$ cat config.mk
export PLATFORM = sky130hd
export DESIGN_NAME = mux_arb_rr
export DESIGN_NICKNAME = d
export VERILOG_FILES = /design/src/rtl/mux_arb_rr.sv
export SDC_FILE = /design/constraint.sdc
export NUM_CORES = 1
export LEC_CHECK = 0
export CAP_MARGIN = 25
export CORE_MARGIN = 5
export CORE_UTILIZATION = 30
export CTS_CLUSTER_DIAMETER = 100
export DETAILED_ROUTE_END_ITERATION = 8
export SLEW_MARGIN = 20
export SYNTH_ARGS = -nofsm -noshare
export SYNTH_HDL_FRONTEND = slang
export SYNTH_SLANG_ARGS = --single-unit
$ cat constraint.sdc
create_clock -name clk -period 1.9 [get_ports clk]
set_input_delay 0.285 -clock clk [delete_from_list [all_inputs] [get_ports clk]]
set_output_delay 0.285 -clock clk [all_outputs]
set_load 0.1 [all_outputs]
$ cat src/rtl/mux_arb_rr.sv
// +-----------------------------------------------------------------------------+
// | mux_arb_rr                                                                  |
// | Registered NCH-to-1 multiplexer with round-robin arbitration and            |
// | valid/ready handshakes. Optional transfer counter: MUX_ARB_CNT_EN.          |
// | Revision: 1.0                                                               |
// +-----------------------------------------------------------------------------+
`default_nettype none

module mux_arb_rr #(
   parameter int NCH   = 4,
   parameter int WIDTH = 2,
   parameter int CNT_W = 8,
   localparam int SW   = $clog2(NCH)
) (
   input  logic                 clk,
   input  logic                 reset,
   input  logic [NCH*WIDTH-1:0] data_in,
   input  logic [NCH-1:0]       valid_in,
   output logic [NCH-1:0]       ready_out,
   output logic [WIDTH-1:0]     data_out,
   output logic                 valid_out,
   input  logic                 ready_in,
`ifdef MUX_ARB_CNT_EN
   output logic [CNT_W-1:0]     xfer_cnt,
`endif
   output logic [SW-1:0]        sel_out
);

   localparam logic [SW:0] C_NCH = (SW+1)'(NCH);

   logic [SW-1:0]    ptr_q, ptr_d;
   logic [SW-1:0]    sel_q, sel_d;
   logic [WIDTH-1:0] data_q, data_d;
   logic             valid_q, valid_d;

   logic [SW-1:0]    w_grant;
   logic             w_found;
   logic [SW:0]      w_idx;
   logic [SW:0]      w_nxt;
   logic [SW-1:0]    w_ptr_next;
   logic [WIDTH-1:0] w_grant_data;
   logic             w_load_en;
   logic             w_any_valid;
   logic             w_xfer;

   assign w_load_en   = !valid_q || ready_in;
   assign w_any_valid = |valid_in;
   assign w_xfer      = w_load_en && w_any_valid;

   // Search ptr, ptr+1, ... with an explicit wrap so non-power-of-two NCH works.
   always_comb begin
      w_grant = '0;
      w_found = 1'b0;
      w_idx   = '0;
      for (int k = 0; k < NCH; k++) begin
         w_idx = {1'b0, ptr_q} + (SW+1)'(k);
         if (w_idx >= C_NCH) begin
            w_idx = w_idx - C_NCH;
         end
         if (!w_found && valid_in[w_idx[SW-1:0]]) begin
            w_found = 1'b1;
            w_grant = w_idx[SW-1:0];
         end
      end
   end

   always_comb begin
      w_grant_data = '0;
      for (int i = 0; i < NCH; i++) begin
         if (w_grant == SW'(i)) begin
            w_grant_data = data_in[i*WIDTH +: WIDTH];
         end
      end
   end

   assign w_nxt      = {1'b0, w_grant} + (SW+1)'(1);
   assign w_ptr_next = (w_nxt == C_NCH) ? '0 : w_nxt[SW-1:0];

   always_comb begin
      ready_out = '0;
      if (!reset && w_xfer) begin
         ready_out[w_grant] = 1'b1;
      end
   end

   always_comb begin
      ptr_d   = ptr_q;
      sel_d   = sel_q;
      data_d  = data_q;
      valid_d = valid_q;
      if (w_load_en) begin
         if (w_any_valid) begin
            data_d  = w_grant_data;
            sel_d   = w_grant;
            valid_d = 1'b1;
            ptr_d   = w_ptr_next;
         end else begin
            valid_d = 1'b0;
         end
      end
   end

   always_ff @(posedge clk or posedge reset) begin
      if (reset) begin
         ptr_q   <= '0;
         sel_q   <= '0;
         data_q  <= '0;
         valid_q <= 1'b0;
      end else begin
         ptr_q   <= ptr_d;
         sel_q   <= sel_d;
         data_q  <= data_d;
         valid_q <= valid_d;
      end
   end

`ifdef MUX_ARB_CNT_EN
   logic [CNT_W-1:0] cnt_q, cnt_d;

   // Saturating count of words taken by the consumer.
   always_comb begin
      cnt_d = cnt_q;
      if (valid_q && ready_in && (cnt_q != '1)) begin
         cnt_d = cnt_q + 1'b1;
      end
   end

   always_ff @(posedge clk or posedge reset) begin
      if (reset) begin
         cnt_q <= '0;
      end else begin
         cnt_q <= cnt_d;
      end
   end

   assign xfer_cnt = cnt_q;
`endif

   assign data_out  = data_q;
   assign valid_out = valid_q;
   assign sel_out   = sel_q;

endmodule

`default_nettype wire

==> results.md <==
Setup path:
- The buffer and inverter count on the worst path is 2.
- Traced cell by cell, the critical path runs through and2b_1 > nor3_2 > o22ai_2 > buf_4 > ha_2 > and3_4 > buf_12.
- The type of origin of the critical path is a register.
- The type of element capturing the critical path is an output pin.
- The kind of critical path is reg -> out.
- In this design, the stage delay of the slowest critical-path cell is 0.39 ns.
- The critical path required time is between 1.5 and 2 ns.
- The master of the slowest instance on the critical path is dfrtp_1.
- The arrival time of the worst setup path is 1.76 ns.
- In this run the worst path has a maximum fanout of 3.
- The category of cells accounting for the largest share of critical-path delay is simple AND/OR/NAND/NOR gates.

GRT:
- For this run, the total global-route usage over all layers was measured as 0.1163.
- The via count of the first global-routing pass was 558.
- Entering global routing, the biggest net connects 8 pins.
- The global-route wire length before repair is 2332 um.
- The total overflow left after global routing is 0.
- The initial antenna violation count is 0.

Power and ir drop:
- The share of power burned in the clock network is 0.091.
- The internal power consumption is just over 700 uW.
- The share of total power dissipated in combinational logic is 0.731.
- The ratio of total power to cell area is 1456 nW/um2.
- The register share of total power is 0.178.
- The switching part of the total is 0.5200.
- The total power consumption of the routed design is 1470 uW.
- The largest vdd supply drop is 1.172 mV.
- The net switching component of the power is 764.5 uW.
- For this design the static power due to leakage is 0.0004638 uW.

Cells and area:
- The count of nets after finishing is 122.
- Summing all non-filler instances in the final layout gives an area of about 1000 um2.
- Fill cells in the final layout number around 130.
- The final standard cell count with taps included and fillers excluded is 119.
- The sequential cells in the finished layout cover a total of about 180 um2.
- The share of post-route cells with drive strength above 1 is 0.5000.
- The layout overhead on the synthesized area is 96.83%.
- Summing all multi-input logic gate instances after layout gives 367.9 um2.
- The count of antenna diodes in the layout is 0.

Synth:
- The number of nets handed over by synthesis was 77.
- The area of the mapped netlist is 513.0 um2.
- The mean instance size in the synthesized netlist is ~8.8 um2.
- The count of warnings emitted by yosys is 0.
- The synthesized netlist cell count is 58.
- The sequential share of the synthesized area is 0.3415.
- In this run, distinct cell masters in the synthesized netlist total 20.
- The flop and latch count out of synthesis is 7.

Detailed routing:
- After the first detailed-routing iteration, the DRC count stood at 7.
- The post-detailed-routing wire length is 1404 um.
- The number of iterations in the first detailed-routing pass is 2.
- Once detail routing completed, the nets flagged for antenna violations numbered 0.
- Using the TritonRoute via totals, the vias-per-cell ratio works out to 4.613.
- The final route contains 549 vias.
- The detailed-route wire length per cell is 11.80 um.
- For this run, design rule violations remaining after detail routing come to 0.

Timing:
- The worst slew slack as a fraction of its limit is 0.7939.
- Setup repair after global routing could not meet its margin everywhere.
- Timing would allow up to 489.4 MHz.
- Setup violations remaining at the end of the flow were counted as 4.
- Clock skew on the completed layout was measured at 0.001249 ns.
- The final critical-path required period is 2.043 ns.
- Of the available clock period, the critical path in the final layout requires 1.075.
- The final number of max-transition violations is 0.
- After layout, the worst setup slack is -0.1431 ns.
- The final hold violation count is 0.
- The worst-margin pin slew is 0.3067 ns.

Outcome:
- The final reports fail on setup timing.
- The run finished, with violations left.

Clock tree:
- The number of buffers inserted during clock tree synthesis is 3.
- Counting along the longest clock path gives a buffer depth of 2.
- The number of hold buffers added after CTS was 0.
- The number of clock sinks is 7.
- The CTS tree is yes.
- The count of H-tree levels built during CTS is 1.
- After clock tree synthesis, the clock-pin slew on the worst setup and hold paths is 0.05 ns.
- CTS placed an instance of clkbuf_4 at the clock tree root.
- The later pin in the worst-skew pair is clocked with a latency of 0.25 ns.

Die:
- The number of primary I/O pins is 24.
- The floorplan die width is 51.35 um.
- The standard-cell row count is 15.
- The die is 51.35 um tall.
- The effective utilization at floorplan is 0.3071.
- The area of the core is 1670 um2.
- The floorplan die area is 2637 um2.

Place:
- The worst setup slack after placement is -0.3633 ns.
- The number of buffers added on ports is 23.
- The placed wire-length estimate is between 1000 and 1500 um.
- Routability-driven placement finished with a final weighted congestion of 0.8407.
- The number of placed instances, taps included, is approximately 110.
- In this run the cell area measured after placement is 907.1 um2.

Min path:
- The tightest min-delay check is of the in -> async type.

Job:
- Across the run, the number of max-cap violations was 0.
==> power by group through the flow <==
stage	combinational (uW)	clock (uW)	sequential, uW
after global placement	945	0	259
after CTS	1040	141	262
final	1070	134	261
after global routing	1150	152	270
after floorplan	347	0	562
after detailed placement	954	0	259
==> Yosys cell counts <==
cell type | count | area [um2]
mux2_2 | 2 | 22.52
mux2i_1 | 1 | 10.01
nand2_1 | 6 | 22.52
and3_1 | 4 | 25.02
nor3b_2 | 1 | 12.51
nor2_1 | 5 | 18.77
dfrtp_1 | 7 | 175.2
a21oi_1 | 7 | 35.03
a2bb2oi_1 | 1 | 8.760
nor2b_1 | 3 | 18.77
a21oi_2 | 1 | 8.760
ha_1 | 4 | 50.05
nor3_2 | 1 | 10.01
inv_1 | 7 | 26.28
a22oi_1 | 2 | 15.01
nor4_2 | 1 | 12.51
o22ai_2 | 1 | 12.51
o21ai_0 | 2 | 10.01
buf_6 | 1 | 11.26
and2b_1 | 1 | 7.510
==> cells by family (layout without fill, tap and decap cells) <==
| family | Yosys count | count (layout) | synth area share |
|---|---|---|---|
| mux | 3 | 3 | 0.06341 |
| compound gates | 14 | 14 | 0.1756 |
| flops | 7 | 7 | 0.3415 |
| simple gates | 22 | 22 | 0.2488 |
| buf+inv | 8 | 52 | 0.07318 |
| fa+ha+maj | 4 | 4 | 0.09756 |
==> final timing paths <==
kind,endpoint,from,cells past startpoint,slack (ns)
worst max-delay path,ready_out[0],ptr_q[0],7,-0.14
worst min-delay path,data_out[0],reset,2,0.26
worst max register to register,data_out[0],ptr_q[0],10,0.08
worst min register to register,valid_out,valid_out,2,0.51
max in group asynchronous,valid_out,reset,3,1.29
min in group clk,valid_out,valid_out,2,0.51
==> flip-flops by register name, indices dropped and copies added, names as in the netlist <==
register,cells
ptr_q,2
valid_out,1
data_out,2
sel_out,2
==> per-layer routing <==
metal	routed length, um	global-route usage	up-vias
met5	0	0	-
met4	25	0.05240	0
met3	40	0.01749	4
met2	700	0.1953	12
met1	639	0.1459	240
li1	-	-	293
==> layout make-up <==
type	instances	area share
clock buffer	4	0.02602
inverter	7	0.02602
multi-input combinational	43	0.3643
sequential	7	0.1747
tap	17	0.02107
timing repair buffer	41	0.3879
==> per-stage QoR <==
step / util / hold slack, ns / setup TNS [ns]
floorplan: - / 0.1155 / 0
global placement: 0.5431 / 0.4985 / -2.046
detailed placement: 0.5431 / 0.5016 / -2.116
CTS: 0.5948 / 0.2521 / -0.6532
global route: 0.6045 / 0.2673 / -0.9966
finish: 0.6045 / 0.2576 / -0.5234
==> cells in the final DEF, fill, tap and decap left out, drive strengths merged <==
| cell type | count |
|---|---|
| nor2 | 5 |
| mux2 | 2 |
| a2bb2oi | 1 |
| clkbuf | 4 |
| a22oi | 2 |
| o21ai | 2 |
| nor3b | 1 |
| and2b | 1 |
| a21oi | 8 |
| nand2 | 6 |
| nor3 | 1 |
| and3 | 4 |
| nor4 | 1 |
| mux2i | 1 |
| buf | 27 |
| dfrtp | 7 |
| o22ai | 1 |
| ha | 4 |
| nor2b | 3 |
| inv | 7 |
| dlygate4sd2 | 4 |
| clkdlybuf4s50 | 10 |
==> repair_timing <==
action | CTS | global route
resized for setup | 14 | 4
buffers inserted | 3 | 0
pin swaps | 4 | 4
setup endpoints to repair | 6 | 6
==> worst reg2reg max path, delay by kind of cell (launching register included) <==
family / cells / cell delay [ns]
adders and majority gates: 1 / 0.15
buffers and inverters: 2 / 0.30
DFF: 1 / 0.36
AOI/OAI and AO/OA: 5 / 0.57
and+or+nand+nor: 2 / 0.33
No activity file was read; power rests on OpenSTA's default activity.
